[src/rtl/lc3_dmem_pkg.sv]
// Shared types and constants for the LC3 data-memory responder.
package lc3_dmem_pkg;

  localparam int          DATA_W  = 16;
  localparam logic [15:0] CNT_MAX = 16'hFFFF;

  typedef enum logic [1:0] {
    MEM_RD   = 2'd0,
    MEM_RDI  = 2'd1,
    MEM_WR   = 2'd2,
    MEM_IDLE = 2'd3
  } mem_state_t;

  typedef enum logic [1:0] {
    IDLE,
    RD_WAIT,
    RESP
  } dmem_fsm_t;

endpackage

[src/rtl/lc3_dmem_responder_sat_counter.sv]
// 16-bit saturating event counter with synchronous clear (clear wins over increment).
module lc3_dmem_sat_counter
  import lc3_dmem_pkg::*;
(
  input  logic              clock,
  input  logic              clr,
  input  logic              inc,
  output logic [DATA_W-1:0] count
);

  function automatic logic [DATA_W-1:0] sat_inc(input logic [DATA_W-1:0] v);
    return (v == CNT_MAX) ? v : v + 1'b1;
  endfunction

  always_ff @(posedge clock) begin
    if (clr)
      count <= '0;
    else if (inc)
      count <= sat_inc(count);
  end

endmodule

[src/rtl/lc3_dmem_responder.sv]
// LC3 MemAccess data-memory responder: zero-latency writes, reads after READ_LATENCY cycles.
// Optional macro DMEM_WRITE_PROTECT_EN blocks writes to addresses >= PROT_BASE.
module lc3_dmem_responder
  import lc3_dmem_pkg::*;
#(
  parameter int          ADDR_WIDTH   = 8,
  parameter int          READ_LATENCY = 1,
  parameter logic [15:0] PROT_BASE    = 16'h00F0
) (
  input  logic              clock,
  input  logic              reset,
  input  logic [15:0]       DMem_addr,
  input  logic [15:0]       DMem_din,
  input  logic              DMem_rd,
  input  logic [1:0]        mem_state,
  output logic [15:0]       DMem_dout,
  output logic              dout_valid,
  output logic              busy,
  output logic [15:0]       rd_count,
  output logic [15:0]       wr_count,
  output logic              proto_err
);

  localparam logic [3:0] LAT_INIT = 4'(READ_LATENCY - 1);

  logic [DATA_W-1:0]     mem [2**ADDR_WIDTH];
  dmem_fsm_t             state, state_nxt;
  logic [3:0]            lat_cnt, lat_cnt_nxt;
  logic [ADDR_WIDTH-1:0] rd_addr_p1;
  logic                  rd_oor_p1;
  logic                  req, rd_req, wr_req, oor, wr_prot;
  logic                  latch_rd, wr_en, rsp_en, err_set;
  logic [DATA_W-1:0]     rd_data;
  mem_state_t            ms;

  assign ms     = mem_state_t'(mem_state);
  assign req    = (ms != MEM_IDLE);
  assign rd_req = ((ms == MEM_RD) || (ms == MEM_RDI)) && DMem_rd;
  assign wr_req = (ms == MEM_WR) && !DMem_rd;
  assign oor    = ((DMem_addr >> ADDR_WIDTH) != 16'd0);

`ifdef DMEM_WRITE_PROTECT_EN
  assign wr_prot = (DMem_addr >= PROT_BASE);
`else
  // Feature disabled: PROT_BASE referenced only to keep the parameter live.
  assign wr_prot = 1'b0 & (DMem_addr >= PROT_BASE);
`endif

  always_comb begin
    state_nxt   = state;
    lat_cnt_nxt = lat_cnt;
    latch_rd    = 1'b0;
    wr_en       = 1'b0;
    rsp_en      = 1'b0;
    err_set     = 1'b0;
    case (state)
      IDLE: begin
        if (rd_req) begin
          latch_rd    = 1'b1;
          err_set     = oor;
          lat_cnt_nxt = LAT_INIT;
          state_nxt   = (READ_LATENCY == 1) ? RESP : RD_WAIT;
        end else if (wr_req) begin
          if (oor || wr_prot)
            err_set = 1'b1;
          else
            wr_en = 1'b1;
        end else if (req) begin
          err_set = 1'b1;
        end
      end
      RD_WAIT: begin
        err_set = req;
        if (lat_cnt <= 4'd1) begin
          lat_cnt_nxt = 4'd0;
          state_nxt   = RESP;
        end else begin
          lat_cnt_nxt = lat_cnt - 4'd1;
        end
      end
      RESP: begin
        err_set   = req;
        rsp_en    = 1'b1;
        state_nxt = IDLE;
      end
      default: state_nxt = IDLE;
    endcase
  end

  always_ff @(posedge clock) begin
    if (reset) begin
      state      <= IDLE;
      lat_cnt    <= 4'd0;
      DMem_dout  <= 16'h0000;
      dout_valid <= 1'b0;
      proto_err  <= 1'b0;
    end else begin
      state      <= state_nxt;
      lat_cnt    <= lat_cnt_nxt;
      dout_valid <= rsp_en;
      if (rsp_en)
        DMem_dout <= rd_data;
      if (err_set)
        proto_err <= 1'b1;
    end
  end

  // Storage is never cleared by reset; reset only blocks a same-edge write.
  always_ff @(posedge clock) begin
    if (latch_rd) begin
      rd_addr_p1 <= DMem_addr[ADDR_WIDTH-1:0];
      rd_oor_p1  <= oor;
    end
    if (wr_en && !reset)
      mem[DMem_addr[ADDR_WIDTH-1:0]] <= DMem_din;
  end

  assign rd_data = rd_oor_p1 ? 16'h0000 : mem[rd_addr_p1];
  assign busy    = (state != IDLE);

  lc3_dmem_sat_counter u_rd_cnt (
    .clock (clock),
    .clr   (reset),
    .inc   (rsp_en),
    .count (rd_count)
  );

  lc3_dmem_sat_counter u_wr_cnt (
    .clock (clock),
    .clr   (reset),
    .inc   (wr_en),
    .count (wr_count)
  );

endmodule

[config.mk]
export PLATFORM = sky130hd
export DESIGN_NAME = lc3_dmem_responder
export DESIGN_NICKNAME = d
export VERILOG_FILES = /design/src/rtl/lc3_dmem_pkg.sv /design/src/rtl/lc3_dmem_responder_sat_counter.sv /design/src/rtl/lc3_dmem_responder.sv
export SDC_FILE = /design/constraint.sdc
export NUM_CORES = 2
export LEC_CHECK = 0
export CAP_MARGIN = 20
export CORE_MARGIN = 4
export CORE_UTILIZATION = 55
export DETAILED_ROUTE_END_ITERATION = 10
export GPL_TIMING_DRIVEN = 1
export PLACE_DENSITY = 0.71
export SYNTH_ARGS = -nofsm -noshare
export SYNTH_HDL_FRONTEND = slang
export SYNTH_SLANG_ARGS = --single-unit
[constraint.sdc]
create_clock -name clock -period 2.79 [get_ports clock]
set_input_delay 0.279 -clock clock [delete_from_list [all_inputs] [get_ports clock]]
set_output_delay 0.279 -clock clock [all_outputs]
set_load 0.005 [all_outputs]
# Word-level counts from Yosys, hierarchy flattened
# Memories as Yosys holds them, arrays and structs flattened. A register that Yosys moved wholly into a read port is not among the register bits.
# Index checks and enable logic that the tools add are counted.
[word_totals]
ff_bits = 65
ram_bits = 4096
mem_bits_ro = 0
memories = 1
out_inout_bits = 51
latch_bits = 0
elab_cells = 63
[op_classes]
mul = 0
mux = 22
shifts = 0
div = 0
bitwise = 2
n_eq_ne = 9
order_cmp = 1
n_addsub = 3
n_reduce_logical = 16
[memory_table]
columns = ["name", "depth", "word_bits", "rd", "rd_ports_with_merged_regs", "write_ports", "line", "text"]
rows = [
  ["mem", 256, 16, 1, 1, 1, "lc3_dmem_responder.sv:26", "logic [DATA_W-1:0] mem [2**ADDR_WIDTH];"],
]
[ops]
columns = ["operator", "count"]
rows = [
  ["16-bit by 1-bit adder with 16-bit output (second input constant)", 2],
  ["16-bit == test (second input constant)", 2],
  ["16-bit two-way mux", 1],
  ["16-bit nonzero test", 1],
  ["1-bit two-way mux", 13],
  ["4-bit two-way mux", 2],
  ["8-bit two-way mux", 1],
  ["4-bit one-hot mux with 2 select lines", 1],
  ["2-bit AND reduction", 4],
  ["2-bit inequality test (second input constant)", 3],
  ["2-bit by 1-bit == test with 1-bit output (second input constant)", 2],
  ["2-bit == test (second input constant)", 2],
  ["4-bit by 1-bit less-or-equal comparator with 1-bit output (second input constant)", 1],
  ["2-bit zero test", 2],
  ["2-bit two-way mux", 2],
  ["2-bit one-hot mux with 2 select lines", 1],
  ["2-bit nonzero test", 2],
  ["4-bit by 1-bit subtractor with 4-bit output (second input constant)", 1],
  ["1-bit logical AND", 3],
  ["1-bit zero test", 2],
  ["1-bit NOT", 2],
  ["1-bit one-hot mux with 2 select lines", 1],
  ["2-bit OR reduction", 1],
  ["1-bit logical OR", 1],
]

# Longest topological paths before layout
[logic_depth]
word_depth = 8
depth_mapped = 12

# Hierarchy
# A second synthesis with hierarchy kept.
[unflattened]
hier_cells = 7376
hier_area_um2 = 160327.5
[modules_own_cells]
columns = ["mod", "area_each_um2", "cells_each", "instances"]
rows = [
  ["lc3_dmem_responder", 158658.4, 7186, 1],
  ["lc3_dmem_sat_counter", 834.6, 95, 2],
]

# Worst setup path after synthesis
# OpenSTA, ideal clock, no wires.
[synth_timing]
path_type = "input to register"
from = "input DMem_addr[9]"
to = "memory mem[176][0] (enable)"
setup_ps = 388
required_time_ps = 2402
cell_stages = 7
setup_slack_ps = -195
arrival_ps = 2596
cell_sequence = "nor4_1 nand4b_1 or2_2 nor3b_2 nand3_1 clkbuf_1 nor2_1"
[synth_between]
elab_chain_cells = 8
[synth_lines]
columns = ["item", "line", "text"]
rows = [
  ["from (decl)", "lc3_dmem_responder.sv:12", "input logic [15:0] DMem_addr,"],
  ["16-bit nonzero test", "lc3_dmem_responder.sv:40", "assign oor = ((DMem_addr >> ADDR_WIDTH) != 16'd0);"],
  ["1-bit two-way mux", "lc3_dmem_responder.sv:64", "if (oor || wr_prot)"],
  ["1-bit two-way mux", "lc3_dmem_responder.sv:63", "end else if (wr_req) begin"],
  ["1-bit two-way mux", "lc3_dmem_responder.sv:58", "if (rd_req) begin"],
  ["1-bit two-way mux", "lc3_dmem_responder.sv:56", "case (state)"],
  ["1-bit logical AND", "lc3_dmem_responder.sv:114", "if (wr_en && !reset)"],
  ["1-bit two-way mux", "lc3_dmem_responder.sv:114", ""],
  ["1-bit two-way mux (not written as such)", "lc3_dmem_responder.sv:115", "mem[DMem_addr[ADDR_WIDTH-1:0]] <= DMem_din;"],
  ["to (decl)", "lc3_dmem_responder.sv:26", ""],
]
# Every way passes these cells.

==> run metrics <==
run status finished with violations; failing checks negative setup slack; Most Crowded Layer GR met2; Sw Share ~22%; Die Wd 548.1 um; DRC violations left 0; Worst Path Required approximately 3.7 ns; via count ~88000; met2 Track Usage GR a little under half; starting density of the core between 50% and 60%; synth warn 0; Hold Vio Cnt, Final 0; Clock Power Share about two fifths; clock sinks about 4200; final period utilization 111.5%; DRT iter0 DRCs around 15000; CTS tree built; hold_ws roughly 0.12 ns; Peak VDD IR around 0.62 mV; Post-DRT Antenna Nets 0; worst min path class input pin to register; DRT Wirelength around 470000 um; share of total power in combinational logic slightly below 8%; H-tree Lvls 5; Clock Tree Buf Depth 4; Post-synth EDFFs ~4000; WL per Instance 35.95 um; Area Growth Syn to Fin 21.75%; WP data arrival between 3 and 4 ns; number of port buffers 87; Pwr Density a little under 700 nW/um2; Placeable Area just under 300000 um2; DIE AREA 300400 um2; Cell variety after synth roughly 90; Post-Synthesis Cells between 7000 and 8000; Crit Path Category register to register; Most used DFF post-synth edfxtp_1; Finished Cell Area about 200000 um2; synthesized area per cell ~22 um2; top-level I/O count slightly below 90; Post-synth ARST share 0%; # nets final ~9000; Overall Power 133.8 mW; pre-CTS setup slack -0.9412 ns; Setup crit end kind register; Pint 103.9 mW; Final Critical Period 3.112 ns; layout cell share with drive strength beyond 1 around 36%; initial antenna violation count 31; maxcap violations 0; TritonCTS Buffers slightly above 400; kind of start point of the critical path register; setup_tns -3.935 ns; Max Clock Freq roughly 320 MHz; setup slack after layout -0.3222 ns; switching pwr approximately 30 mW; largest net degree at the start of global routing between 100 and 150; placement row count 198; Post-Syn Area about 160000 um2; sequential power share about half; r2r setup slk -0.32 ns; RSZ-0062 raised after global routing yes; GR Util met3 under 10%; Clk Latency, worst-skew pair between 0.9 and 1 ns; critical path peak fanout 10; Worst slew margin approximately a third; Slew Limit Fails 0; register area share after synthesis 77.58%; first-pass GRT wire length about 670000 um; Die Height ~550 um; Final Wtd Congestion 0.9481; total nets after synthesis between 7000 and 8000; worst-margin pin slew just under 1 ns; Yosys reg bits 4164; Total GRT Usage roughly a third; Final Setup Violations 16; Pre-antenna DRT Iters 9; DP HPWL between 300000 and 400000 um; Root Driver clkbuf_16; via density per instance roughly 6.7; leakage between 60 and 70 nW; number of global-route vias before repair 86830; Clock transition at path regs ~0.07 ns; grt ovf 0; Final Skew 0.08097 ns; met1 usage in global routing 43.62%; Placed Area approximately 180000 um2
[Yosys cell counts (all sizes together), types with 20 or more instances]
library cell	count	area [um2]
a22oi	104	780.8
o21ai	62	310.3
nor2b	28	175.2
o221ai	35	319.1
dfxtp	59	1181
o22ai	144	900.9
nand2	182	685.7
edfxtp	4105	123300
nand4	25	156.4
nand2b	22	137.6
nor4	20	125.1
mux2	52	585.6
nor2	342	1286
clkbuf	129	485.5
a221oi	27	236.5
a31oi	21	131.4
a21oi	101	505.5
nor3	49	250.2
nand3	76	380.4
and2	24	150.1
buf	295	2325
mux2i	202	2022
mux4	952	21520
a211oi	43	322.8
[power by group through the flow]
stage	logic, mW	clock network (mW)	registers [mW]
finish	10.4	54.7	68.7
global route	10.7	57.9	68.7
CTS	9.99	55.0	68.7
detailed placement	9.26	0	70.1
global placement	9.11	0	70.1
floorplan	4.15	0	70.0
[critical path, cell delays in order (launching register included)]
cell,delay (ns)
dfxtp_4,0.38
buf_12,0.18
buf_16,0.17
buf_16,0.15
buf_4,0.13
mux4_2,0.54
o22ai_2,0.19
nor3_2,0.13
or4_4,0.61
nand4_1,0.22
buf_4,0.17
a32oi_1,0.05
[routing by layer]
layer / routed length (um) / part of all wire, %
met2: 218600 / 46
met5: 113 / 0.024
met3: 67810 / 14
met1: 163600 / 34
met4: 24540 / 5.2
[cell usage in the layout, fill, tap and decap left out, drive strengths merged, types with 21 or more instances in the layout]
cell / count
o21ai: 62
nor3: 49
a21oi: 101
a221oi: 27
nand3: 76
and2: 24
dfxtp: 59
a22oi: 104
clkinv: 184
clkdlybuf4s50: 70
mux4: 952
nand2: 182
bufinv: 43
clkbuf: 497
nor2: 342
mux2: 52
o22ai: 144
nor2b: 28
nand4: 25
a211oi: 43
a31oi: 21
clkinvlp: 24
mux2i: 202
buf: 1507
edfxtp: 4105
o221ai: 35
nand2b: 22
[path summary, 6_finish.rpt]
check | startpoint | endpoint | cells after the start
setup reg to reg | register | DMem_dout[1]$_SDFFE_PP0P_ | 11
hold reg to reg | proto_err$_SDFFE_PP0P_ | proto_err$_SDFFE_PP0P_ | 2
hold / removal | DMem_din[6] | mem[75][6]$_DFFE_PP_ | 1
setup / recovery | register | DMem_dout[1]$_SDFFE_PP0P_ | 11
[cell type report]
type / instances / area (um2)
Sequential cell: 4164 / 124500
Timing Repair Buffer: 1610 / 17880
Clock buffer: 485 / 10490
Inverter: 9 / 41.29
Tap cell: 3900 / 4880
Antenna cell: 17 / 42.54
Fill cell: 17510 / 95290
Multi-Input combinational cell: 2762 / 34760
Clock inverter: 257 / 2739
[cell families after synthesis]
logic type | Yosys count | synth area share (%)
and+or+nand+nor | 862 | 2.559
AOI/OAI and AO/OA | 667 | 2.900
DFF | 4164 | 77.58
adders and majority gates | 2 | 0.01560
xor gates and xnor gates | 25 | 0.1365
muxes | 1206 | 15.04
buffers and inverters | 433 | 1.773
[state kept, by name (all words and copies together), names as in the netlist, named ones only]
signal,cells
mem,4096
dout_valid,1
u_wr_cnt.count,16
state,1
proto_err,1
rd_addr_p1,8
u_rd_cnt.count,16
DMem_dout,16
rd_oor_p1,1
[per-stage QoR]
step                cells  utilization, %
global placement    12300           61.42
finish              13200           67.21
floorplan            7359               -
CTS                 13160           66.88
global route        13190           67.20
detailed placement  12300           61.43
[what timing repair did]
action | 4_1_cts | 5_1_grt
endpoints found under the hold margin | 797 | 0
hold buffers | 17 | 0
gates resized for setup | 266 | 129
endpoints found under the setup margin | 16 | 288
gates cloned | 12 | 4
setup buffers | 97 | 30
pin swaps | 63 | 62
No activity file was read; power rests on OpenSTA's default activity.
